<file path="src/rtl/cpu6_shifter_pkg.sv">
// rtl/cpu6_shifter_pkg.sv - shared widths and FSM encoding for the cpu6 iterative shifter
// Purpose: single source for operand/amount widths, per-cycle step size and state encoding.
// Ports: none (package).
package cpu6_shifter_pkg;

    localparam int CPU6_XLEN            = 32;
    localparam int CPU6_SHAMT_SIZE      = 5;
    localparam int CPU6_SHFT_STEP       = 4;
    localparam int CPU6_SHFT_STATE_SIZE = 2;

    typedef enum logic [CPU6_SHFT_STATE_SIZE-1:0] {
        CPU6_SHFT_IDLE  = 2'd0,
        CPU6_SHFT_SHIFT = 2'd1,
        CPU6_SHFT_DONE  = 2'd2
    } cpu6_shft_state_e;

endpackage

</file>
<file path="src/rtl/cpu6_shifter_if.sv">
// rtl/cpu6_shifter_if.sv - EX-stage request/response bundle between decoder and shifter
// Purpose: groups the shift request, flush and stall/valid/result signals.
// Modports: master = decoder/pipeline side (drives request and flush),
//           slave  = shifter side (drives stall, valid and result).
interface cpu6_shifter_if
    import cpu6_shifter_pkg::*;
#(
    parameter int XLEN    = CPU6_XLEN,
    parameter int SHAMT_W = CPU6_SHAMT_SIZE
);

    logic               shft_en;
    logic               shft_lr;
    logic               shft_arith;
    logic [XLEN-1:0]    shft_a;
    logic [SHAMT_W-1:0] shft_amt;
    logic               flush;
    logic               shft_stall;
    logic               shft_vld;
    logic [XLEN-1:0]    shft_res;

    modport master (
        output shft_en, shft_lr, shft_arith, shft_a, shft_amt, flush,
        input  shft_stall, shft_vld, shft_res
    );

    modport slave (
        input  shft_en, shft_lr, shft_arith, shft_a, shft_amt, flush,
        output shft_stall, shft_vld, shft_res
    );

endinterface

</file>
<file path="src/rtl/cpu6_shft_step.sv">
// rtl/cpu6_shft_step.sv - one combinational shift step of 0..STEP bit positions
// Purpose: shifts data_i by k_i in the given direction, filling vacated bits.
// Ports: data_i (operand), k_i (shift distance), dir_i (1 = right, 0 = left),
//        fill_i (bit shifted in on right shifts), data_o (shifted value).
module cpu6_shft_step
    import cpu6_shifter_pkg::*;
#(
    parameter int XLEN = CPU6_XLEN,
    parameter int KW   = CPU6_SHAMT_SIZE + 1
) (
    input  logic [XLEN-1:0] data_i,
    input  logic [KW-1:0]   k_i,
    input  logic            dir_i,
    input  logic            fill_i,
    output logic [XLEN-1:0] data_o
);

    // Ones in the top k_i positions: the bits vacated by a right shift.
    logic [XLEN-1:0] hi_mask;

    always_comb begin
        hi_mask = ~({XLEN{1'b1}} >> k_i);
        if (dir_i) begin
            data_o = (data_i >> k_i) | (hi_mask & {XLEN{fill_i}});
        end else begin
            data_o = data_i << k_i;
        end
    end

endmodule

</file>
<file path="src/rtl/cpu6_shifter.sv">
// rtl/cpu6_shifter.sv - multi-cycle iterative shifter for the cpu6 execute stage
// Purpose: accepts a shift from the ALU decoder, shifts up to STEP bits per cycle,
//          stalls the pipeline until done and pulses shft_vld with the result.
// Ports: clk, reset (synchronous, active-high), bus (slave side of cpu6_shifter_if:
//        shft_en/shft_lr/shft_arith/shft_a/shft_amt/flush in, shft_stall/shft_vld/shft_res out).
module cpu6_shifter
    import cpu6_shifter_pkg::*;
#(
    parameter int XLEN    = CPU6_XLEN,
    parameter int SHAMT_W = CPU6_SHAMT_SIZE,
    parameter int STEP    = CPU6_SHFT_STEP
) (
    input  logic           clk,
    input  logic           reset,
    cpu6_shifter_if.slave  bus
);

    // One extra bit so that STEP == XLEN is representable as a step distance.
    localparam int            KW     = SHAMT_W + 1;
    localparam logic [KW-1:0] STEP_K = KW'(STEP);

    cpu6_shft_state_e state_q;
    logic [KW-1:0]    cnt_q;
    logic [XLEN-1:0]  data_q;
    logic [XLEN-1:0]  res_q;
    logic             dir_q;
    logic             fill_q;
    logic             vld_q;

    logic [KW-1:0]    k_d;
    logic [XLEN-1:0]  data_d;

    assign k_d = (cnt_q > STEP_K) ? STEP_K : cnt_q;

    cpu6_shft_step #(
        .XLEN (XLEN),
        .KW   (KW)
    ) u_step (
        .data_i (data_q),
        .k_i    (k_d),
        .dir_i  (dir_q),
        .fill_i (fill_q),
        .data_o (data_d)
    );

    // vld_q is set on the edge entering DONE, so it is high exactly while in DONE.
    always_ff @(posedge clk) begin
        if (reset) begin
            state_q <= CPU6_SHFT_IDLE;
            cnt_q   <= '0;
            data_q  <= '0;
            res_q   <= '0;
            dir_q   <= 1'b0;
            fill_q  <= 1'b0;
            vld_q   <= 1'b0;
        end else if (bus.flush) begin
            state_q <= CPU6_SHFT_IDLE;
            cnt_q   <= '0;
            vld_q   <= 1'b0;
        end else begin
            case (state_q)
                CPU6_SHFT_IDLE: begin
                    vld_q <= 1'b0;
                    if (bus.shft_en) begin
                        data_q <= bus.shft_a;
                        cnt_q  <= {1'b0, bus.shft_amt};
                        dir_q  <= bus.shft_lr;
                        fill_q <= bus.shft_arith & bus.shft_lr & bus.shft_a[XLEN-1];
                        if (bus.shft_amt == '0) begin
                            state_q <= CPU6_SHFT_DONE;
                            vld_q   <= 1'b1;
                            res_q   <= bus.shft_a;
                        end else begin
                            state_q <= CPU6_SHFT_SHIFT;
                        end
                    end
                end
                CPU6_SHFT_SHIFT: begin
                    data_q <= data_d;
                    cnt_q  <= cnt_q - k_d;
                    if (cnt_q == k_d) begin
                        state_q <= CPU6_SHFT_DONE;
                        vld_q   <= 1'b1;
                        res_q   <= data_d;
                    end
                end
                CPU6_SHFT_DONE: begin
                    // shft_en here is still the finished instruction; never re-accept it.
                    state_q <= CPU6_SHFT_IDLE;
                    vld_q   <= 1'b0;
                end
                default: begin
                    state_q <= CPU6_SHFT_IDLE;
                    vld_q   <= 1'b0;
                end
            endcase
        end
    end

    assign bus.shft_stall = bus.shft_en & ~vld_q & ~bus.flush;
    assign bus.shft_vld   = vld_q;
    assign bus.shft_res   = res_q;

    // The pipeline must hold the instruction while stalled; the op still completes if not.
    a_en_held_in_shift: assert property (
        @(posedge clk) disable iff (reset)
        (state_q == CPU6_SHFT_SHIFT && !bus.flush) |-> bus.shft_en
    );

endmodule

</file>
<file path="src/flat_wrapper.sv">
// flat-port wrapper written by rule: the top's interface ports become plain ports
module cpu6_shifter_flat import cpu6_shifter_pkg::*;
#(
    parameter int XLEN    = CPU6_XLEN,
    parameter int SHAMT_W = CPU6_SHAMT_SIZE,
    parameter int STEP    = CPU6_SHFT_STEP
)
  (clk, reset, bus_shft_en, bus_shft_lr, bus_shft_arith, bus_shft_a, bus_shft_amt, bus_flush, bus_shft_stall, bus_shft_vld, bus_shft_res);
  cpu6_shifter_if #(.XLEN(XLEN), .SHAMT_W(SHAMT_W)) bus_i ();
  input  logic clk;
  input  logic reset;
  input wire logic [$bits(bus_i.shft_en)-1:0] bus_shft_en;
  input wire logic [$bits(bus_i.shft_lr)-1:0] bus_shft_lr;
  input wire logic [$bits(bus_i.shft_arith)-1:0] bus_shft_arith;
  input wire logic [$bits(bus_i.shft_a)-1:0] bus_shft_a;
  input wire logic [$bits(bus_i.shft_amt)-1:0] bus_shft_amt;
  input wire logic [$bits(bus_i.flush)-1:0] bus_flush;
  output wire logic [$bits(bus_i.shft_stall)-1:0] bus_shft_stall;
  output wire logic [$bits(bus_i.shft_vld)-1:0] bus_shft_vld;
  output wire logic [$bits(bus_i.shft_res)-1:0] bus_shft_res;
  assign bus_i.shft_en = bus_shft_en;
  assign bus_i.shft_lr = bus_shft_lr;
  assign bus_i.shft_arith = bus_shft_arith;
  assign bus_i.shft_a = bus_shft_a;
  assign bus_i.shft_amt = bus_shft_amt;
  assign bus_i.flush = bus_flush;
  assign bus_shft_stall = bus_i.shft_stall;
  assign bus_shft_vld = bus_i.shft_vld;
  assign bus_shft_res = bus_i.shft_res;
  cpu6_shifter #(.XLEN(XLEN), .SHAMT_W(SHAMT_W), .STEP(STEP)) u_core (.clk(clk), .reset(reset), .bus(bus_i));
endmodule
</file>
<file path="config.mk">
export PLATFORM = sky130hd
export DESIGN_NAME = cpu6_shifter_flat
export DESIGN_NICKNAME = d
export VERILOG_FILES = /design/src/rtl/cpu6_shifter_pkg.sv /design/src/rtl/cpu6_shifter_if.sv /design/src/rtl/cpu6_shft_step.sv /design/src/rtl/cpu6_shifter.sv /design/src/flat_wrapper.sv
export SDC_FILE = /design/constraint.sdc
export NUM_CORES = 1
export LEC_CHECK = 0
export CELL_PAD_IN_SITES_DETAIL_PLACEMENT = 1
export CELL_PAD_IN_SITES_GLOBAL_PLACEMENT = 1
export CORE_UTILIZATION = 42
export CTS_CLUSTER_SIZE = 25
export DETAILED_ROUTE_END_ITERATION = 8
export GPL_TIMING_DRIVEN = 0
export HOLD_SLACK_MARGIN = 0.15
export PLACE_DENSITY = 0.92
export SLEW_MARGIN = 15
export SYNTH_ARGS = -nofsm -noshare
export SYNTH_HDL_FRONTEND = slang
export SYNTH_SLANG_ARGS = --single-unit
</file>
<file path="constraint.sdc">
create_clock -name clk -period 3.5 [get_ports clk]
set_clock_uncertainty 0.1 [all_clocks]
set_input_delay 0.7 -clock clk [delete_from_list [all_inputs] [get_ports clk]]
set_output_delay 0.7 -clock clk [all_outputs]
set_load 0.03 [all_outputs]
</file>
==> flow_summary.toml, run 1 <==
[die]
ios = 77
die_w_um = 121
std_cell_rows = 43
die_h_um = 121
die_area_sq_um = 14700
coreArea_sq_um = 13900
start_util_pct = 43.0

[placed_design]
port_buffers = 75
hpwl_mm = 22.5
dp_slack_ns = 0.0190
place_inst = 1021
place.gp.congestion = 1.03

[pwr]
powerDensity_nw_per_um2 = 385
p_total_mw = 2.79
p_leak_nw = 2.40
ir_drop_mv = 0.243
power.switching_uw = 996
switching_share_pct = 35.7
combPwrFrac_pct = 28.5
seqPwrFrac_pct = 33.6
internal-power_mw = 1.80
clkPwrFrac_pct = 37.9

[finish]
drive_gt1_share_pct = 12.4
fin_cells = 1036
syn_to_final_growth_pct = 21.7
diodes = 0
fin_nets = 895
num-fill-cells = 1734
fin_util_pct = 52.3

[detailed_routing]
drt_iter0_markers = 946
postRouteAntennaNets = 0
via_count = 7384
viasPerCell = 7.13
wl_per_cell_um = 30.7
firstDrtPassIters = 6
drt_wl_total_mm = 31.8
post-route-drc-count = 0

[clock_tree]
clock_path_buffers = 2
clock_sinks = 75
cts_hold_buf = 0
cts_tree = "built"
clock_latency_ns = 0.36
clkTransAtPathRegs_ns = 0.06
cts_htree_levels = 3
cts_buffers = 9
cts_root_buf = "clkbuf_16"
post_cts_buffers = 0
cts_resized = 0

[sta]
fin_setup_tns_ns = 0
tightest_slew_ns = 1.20
max_clock_freq_mhz = 305
finalCriticalPeriod_ns = 3.28
slew_violations = 0
setup_viol = 0
fin_ws_ns = 0.222
rsz0062_at_grt = "no"
period_share_pct = 93.6
hold_violations = 0
slew_headroom_pct = 19.7

[worst_setup_path]
cp_slowest_cell = "nor3_2"
reg2reg_slack_ns = 0.22
timing.rr.end = "u_core.bus.shft_res[1]"
rr_worst_depth = 8
critPathArrivalTime_ns = 3.42
critPathTopFamily = "buffers and inverters"
critical_path.endpoint = "u_core.bus.shft_res[1]"
startpoint_type = "flop"
critPathMaxStageDelay_ns = 0.76
r2r-start = "u_core.state_q[1]"
path_cells = "clkbuf_2 > nand2b_1 > clkbuf_1 > a21oi_1 > nor3_2 > clkbuf_1 > nor2_1 > a311oi_1"
cp-end-kind = "flop"
crit_required_ns = 3.64
crit_buf_inv = 3
crit_fanout = 10
cp_common_cell = "clkbuf_1"
critPathLaunch = "u_core.state_q[1]"
cp_num_cells = 8
critPathKind = "flop to flop"

[yosys]
netlist_instances = 766
yosysWarningCount = 0
async_flop_share_pct = 0
synthDistinctLibCells = 76
synth.top_cell.area_share_pct = 25.2
yosysTopAreaCell = "dfxtp_1"
ys_ff_latch = 75
dominantRegCellSynth = "dfxtp_1"
ys_top_cells_by_count = "85 x nor2_1, 75 x dfxtp_1, 56 x nand2_1, 52 x o21ai_0, 51 x clkbuf_1"
synth_nets = 810
synth_area_leaders = "dfxtp_1 25%, mux4_2 8.3%, nor2_1 5.3%"
synth.most_common_cell = "nor2_1"
synth_area_sq_um = 5960
ys_seq_area_share_pct = 25.2
synth_edf_count = 0
syn-mean-instance-area_sq_um = 7.79

[worst_hold_path]
min_path_cells = 2
hold_class = "flop to flop"

[grt]
overflow = 0
grt_pass1_vias = 7606
antenna_found_initial = 0
grt.total_usage_pct = 45.0
grt_pass1_wl_mm = 47.6
grt_max_degree = 15

[status]
outcome = "complete, no violations"

[job]
drv_cap = 0
-- per-stage QoR --
step / instance area, sq um / hold WS, ns
global placement: 6940 / 0.355
global route: 7260 / 0.376
detailed placement: 6940 / 0.364
finish: 7260 / 0.370
CTS: 7260 / 0.372
floorplan: 5960 / 0.378
-- area by class of cell --
| cell class | instances | area [sq um] | area share [%] |
|---|---|---|---|
| buffer | 95 | 447 | 6.15 |
| clock buffer | 9 | 225 | 3.10 |
| clock inverter | 7 | 98.8 | 1.36 |
| inverter | 16 | 60.1 | 0.827 |
| multi-input combinational | 579 | 3950 | 54.4 |
| sequential | 75 | 1500 | 20.7 |
| tap | 180 | 225 | 3.10 |
| timing repair buffer | 75 | 751 | 10.3 |
-- registers in the layout (all words and copies together), names as in the netlist --
register,count
u_core.bus.shft_vld,1
u_core.bus.shft_res,32
u_core.state_q,2
u_core.data_q,32
u_core.dir_q,1
u_core.cnt_q,6
u_core.fill_q,1
-- cells by family (layout without fill, tap and decap cells) --
| family | count (synthesis) | count (layout) | synth area share, % |
|---|---|---|---|
| and+or+nand+nor | 279 | 279 | 22.7 |
| AOI/OAI and AO/OA | 240 | 240 | 28.5 |
| buffers and inverters | 112 | 202 | 8.56 |
| DFF | 75 | 75 | 25.2 |
| muxes | 58 | 58 | 14.8 |
| adders and majority gates | 1 | 1 | 0.210 |
| other | 1 | 1 | 0.0629 |
-- placed cells by master (no fill, tap or decap), drive strengths merged, types with 4 or more instances in the layout --
cell type / netlist / routed
nor3: 30 / 30
a22oi: 4 / 4
nand4: 7 / 7
clkdlybuf4s50: 0 / 75
o41ai: 5 / 5
nor3b: 4 / 4
nor4: 8 / 8
or3: 7 / 7
o221ai: 5 / 5
inv: 16 / 18
a21oi: 45 / 45
a21o: 5 / 5
nand2: 56 / 56
dfxtp: 75 / 75
and2: 6 / 6
o211ai: 8 / 8
o21ai: 52 / 52
nor2: 88 / 88
o31ai: 16 / 16
nand3: 44 / 44
a211oi: 23 / 23
a32oi: 4 / 4
buf: 44 / 43
nand3b: 12 / 12
mux4: 23 / 23
mux2: 10 / 10
a31oi: 7 / 7
o22ai: 5 / 5
clkbuf: 52 / 61
nand2b: 4 / 4
a311oi: 16 / 16
a21boi: 4 / 4
mux2i: 25 / 25
a2111oi: 6 / 6
a221oi: 7 / 7
-- power by group through the flow --
| stage | Combinational [mW] | Clock [mW] | Sequential [mW] |
|---|---|---|---|
| 2_1_floorplan | 0.440 | 0 | 0.957 |
| 3_3_place_gp | 0.747 | 0 | 0.954 |
| 3_5_place_dp | 0.756 | 0 | 0.955 |
| 4_1_cts | 0.762 | 1.06 | 0.936 |
| 5_1_grt | 0.825 | 1.10 | 0.941 |
| 6_report | 0.797 | 1.06 | 0.939 |
-- worst register-to-register path: cells and delay by family (launching register included) --
kind,cells,cell delay [ns]
buf+inv,3,1.22
simple gates,3,0.98
compound gates,2,0.56
flops,1,0.31
-- worst min path at each step --
stage | startpoint | endpoint | slack, ns
finish | u_core.bus.shft_res[8] | u_core.bus.shft_res[8] | 0.37
CTS | u_core.bus.shft_res[8] | u_core.bus.shft_res[8] | 0.37
detailed placement | u_core.bus.shft_res[8] | u_core.bus.shft_res[8] | 0.36
global route | u_core.bus.shft_res[8] | u_core.bus.shft_res[8] | 0.38
floorplan | u_core.fill_q | u_core.fill_q | 0.38
global placement | u_core.bus.shft_res[16] | u_core.bus.shft_res[16] | 0.35
-- layer usage --
layer / GRT usage, % / up-vias / share of wire, %
met5: 0 / - / 0
met1: 54.8 / 3576 / 37
li1: - / 3063 / -
met2: 67.0 / 578 / 43
met4: 31.4 / 0 / 6.9
met3: 14.4 / 167 / 13
Power figures use the tool's default switching activity.
==> run 2: changes to the inputs <==
--- a/config.mk
+++ b/config.mk
@@ -8,11 +8,11 @@
 export CELL_PAD_IN_SITES_DETAIL_PLACEMENT = 1
 export CELL_PAD_IN_SITES_GLOBAL_PLACEMENT = 1
 export CORE_UTILIZATION = 42
-export CTS_CLUSTER_SIZE = 25
 export DETAILED_ROUTE_END_ITERATION = 8
 export GPL_TIMING_DRIVEN = 0
 export HOLD_SLACK_MARGIN = 0.15
 export PLACE_DENSITY = 0.92
+export SKIP_LAST_GASP = 1
 export SLEW_MARGIN = 15
 export SYNTH_ARGS = -nofsm -noshare
 export SYNTH_HDL_FRONTEND = slang
==> results of run 2 <==
No change in the layout: final DEF, timing and power equal those of run 1.
==> run 3: changes to the inputs <==
--- a/config.mk
+++ b/config.mk
@@ -11,7 +11,7 @@
 export DETAILED_ROUTE_END_ITERATION = 8
 export GPL_TIMING_DRIVEN = 0
 export HOLD_SLACK_MARGIN = 0.15
-export PLACE_DENSITY = 0.92
+export PLACE_DENSITY_LB_ADDON = 0.1
 export SKIP_LAST_GASP = 1
 export SLEW_MARGIN = 15
 export SYNTH_ARGS = -nofsm -noshare
==> run 3 against run 2 <==
  * First-iteration DRC count decreased by 14%
  * Core utilization is 0.054 points lower
  * Sequential share of layout area about the same
  * Via count grew 1.2%
  * Flip-flop and latch count did not move
  * Clock power is essentially flat
  * Combinational power rose by 0.6%
  * Die area is the same
==> flow_summary.toml, run 3 (same netlist as run 1, synthesis figures left out) <==
[pwr]
powerDensity_nw_per_um2 = 385
p_leak_nw = 2.39
p_total_mw = 2.79
ir_drop_mv = 0.217

[finish]
layout_commonest_cell = "nor2_1"
drive_gt1_share_pct = 12.3
num-fill-cells = 1686
fin_cells = 1036
syn_to_final_growth_pct = 21.6
diodes = 0
layout_common_cells = "85 x nor2_1, 75 x clkdlybuf4s50_1, 75 x dfxtp_1, 56 x nand2_1"
fin_nets = 895
fin_area_sq_um = 7250

[die]
coreArea_sq_um = 13900
ios = 77
die_h_um = 121
die_w_um = 121
die_area_sq_um = 14700
start_util_pct = 43.0
std_cell_rows = 43

[sta]
fin_ws_ns = 0.116
slew_violations = 0
slew_headroom_pct = 26.3
setup_viol = 0
hold_violations = 0
rsz0062_at_grt = "no"
period_share_pct = 96.7
max_clock_freq_mhz = 295
tightest_slew_ns = 1.10
fin_setup_tns_ns = 0
finalCriticalPeriod_ns = 3.38

[worst_setup_path]
startpoint_type = "flop"
crit_required_ns = 3.67
path_cells = "clkbuf_2 > nand2b_1 > clkbuf_1 > a21oi_1 > nor3_2 > clkbuf_1 > nand3_1 > o31ai_1"
cp_common_cell = "clkbuf_1"
cp_slowest_cell = "nor3_2"
critPathKind = "flop to flop"
critPathTopFamily = "buffers and inverters"
critPathMaxStageDelay_ns = 0.75
crit_fanout = 10
critPathArrivalTime_ns = 3.56
cp-end-kind = "flop"
crit_buf_inv = 3

[clock_tree]
clkTransAtPathRegs_ns = 0.07
cts_resized = 0
cts_tree = "built"
cts_hold_buf = 0
clock_path_buffers = 2
clock_latency_ns = 0.36
clock_sinks = 75
post_cts_buffers = 0
cts_buffers = 9
cts_root_buf = "clkbuf_16"
cts_htree_levels = 3

[job]
drv_cap = 0

[placed_design]
dpl-instance-area_sq_um = 6940
port_buffers = 75
dp_slack_ns = -0.00893
hpwl_mm = 22.8
place.gp.congestion = 1.03
place_inst = 1021

[grt]
grt_pass1_wl_mm = 48.5
grt_max_degree = 14
grt_pass1_vias = 7622
antenna_found_initial = 1
overflow = 0
grt.total_usage_pct = 46.0

[detailed_routing]
via_count = 7470
viasPerCell = 7.21
firstDrtPassIters = 5
drt_wl_total_mm = 32.9
wl_per_cell_um = 31.8
postRouteAntennaNets = 0
post-route-drc-count = 0
drt_iter0_markers = 815

[worst_hold_path]
hold_class = "flop to flop"

[status]
outcome = "complete, no violations"
[run 3: cell types whose count changed in the layout (fill, tap and decap cells not counted)]
cell,change
inv_8,-1
clkbuf_1,+1
[run 3: cell type report]
type / instances / area (sq um) / share of cell area (%)
Buffer: 95 / 447 / 6.16
Clock buffer: 10 / 229 / 3.16
Clock inverter: 6 / 87.6 / 1.21
Inverter: 16 / 60.1 / 0.828
Multi-Input combinational cell: 579 / 3950 / 54.5
Sequential cell: 75 / 1500 / 20.7
Tap cell: 180 / 225 / 3.11
Timing Repair Buffer: 75 / 751 / 10.4
[run 3: worst paths after layout]
kind                                              start                 endpoint  slack (ns)  cells after the start
worst max-delay path                  u_core.state_q[1]   u_core.bus.shft_res[8]        0.12                      8
worst max register to register        u_core.state_q[1]   u_core.bus.shft_res[8]        0.12                      8
worst min register to register  u_core.bus.shft_res[15]  u_core.bus.shft_res[15]        0.38                      2
worst min-delay path            u_core.bus.shft_res[15]  u_core.bus.shft_res[15]        0.38                      2
[run 3: per-stage QoR]
step                hold WS [ns]  util, %
floorplan                  0.378        -
global placement           0.355     50.0
detailed placement         0.368     50.0
CTS                        0.379     52.3
global route               0.396     52.3
finish                     0.375     52.3
[run 3: worst register-to-register path, delay by kind of cell (launching register included)]
family | cells | cell delay (ns)
compound gates | 2 | 0.47
buf+inv | 3 | 1.35
flops | 1 | 0.31
simple gates | 3 | 1.07
[run 3: routing by layer]
layer	global-route usage, %	vias to the layer above	wire length [um]	share of wire (%)
li1	-	3066	-	-
met1	55.2	3624	12500	38
met2	68.4	616	14300	43
met3	14.6	164	3890	12
met4	34.3	0	2240	6.8
met5	0	-	0	0
[run 3: power by group]
group	leakage [nW]	switching (mW)	internal, mW
Combinational	1.62	0.530	0.272
Sequential	0.612	0.0459	0.894
Clock	0.157	0.423	0.627
Total	2.39	0.999	1.79
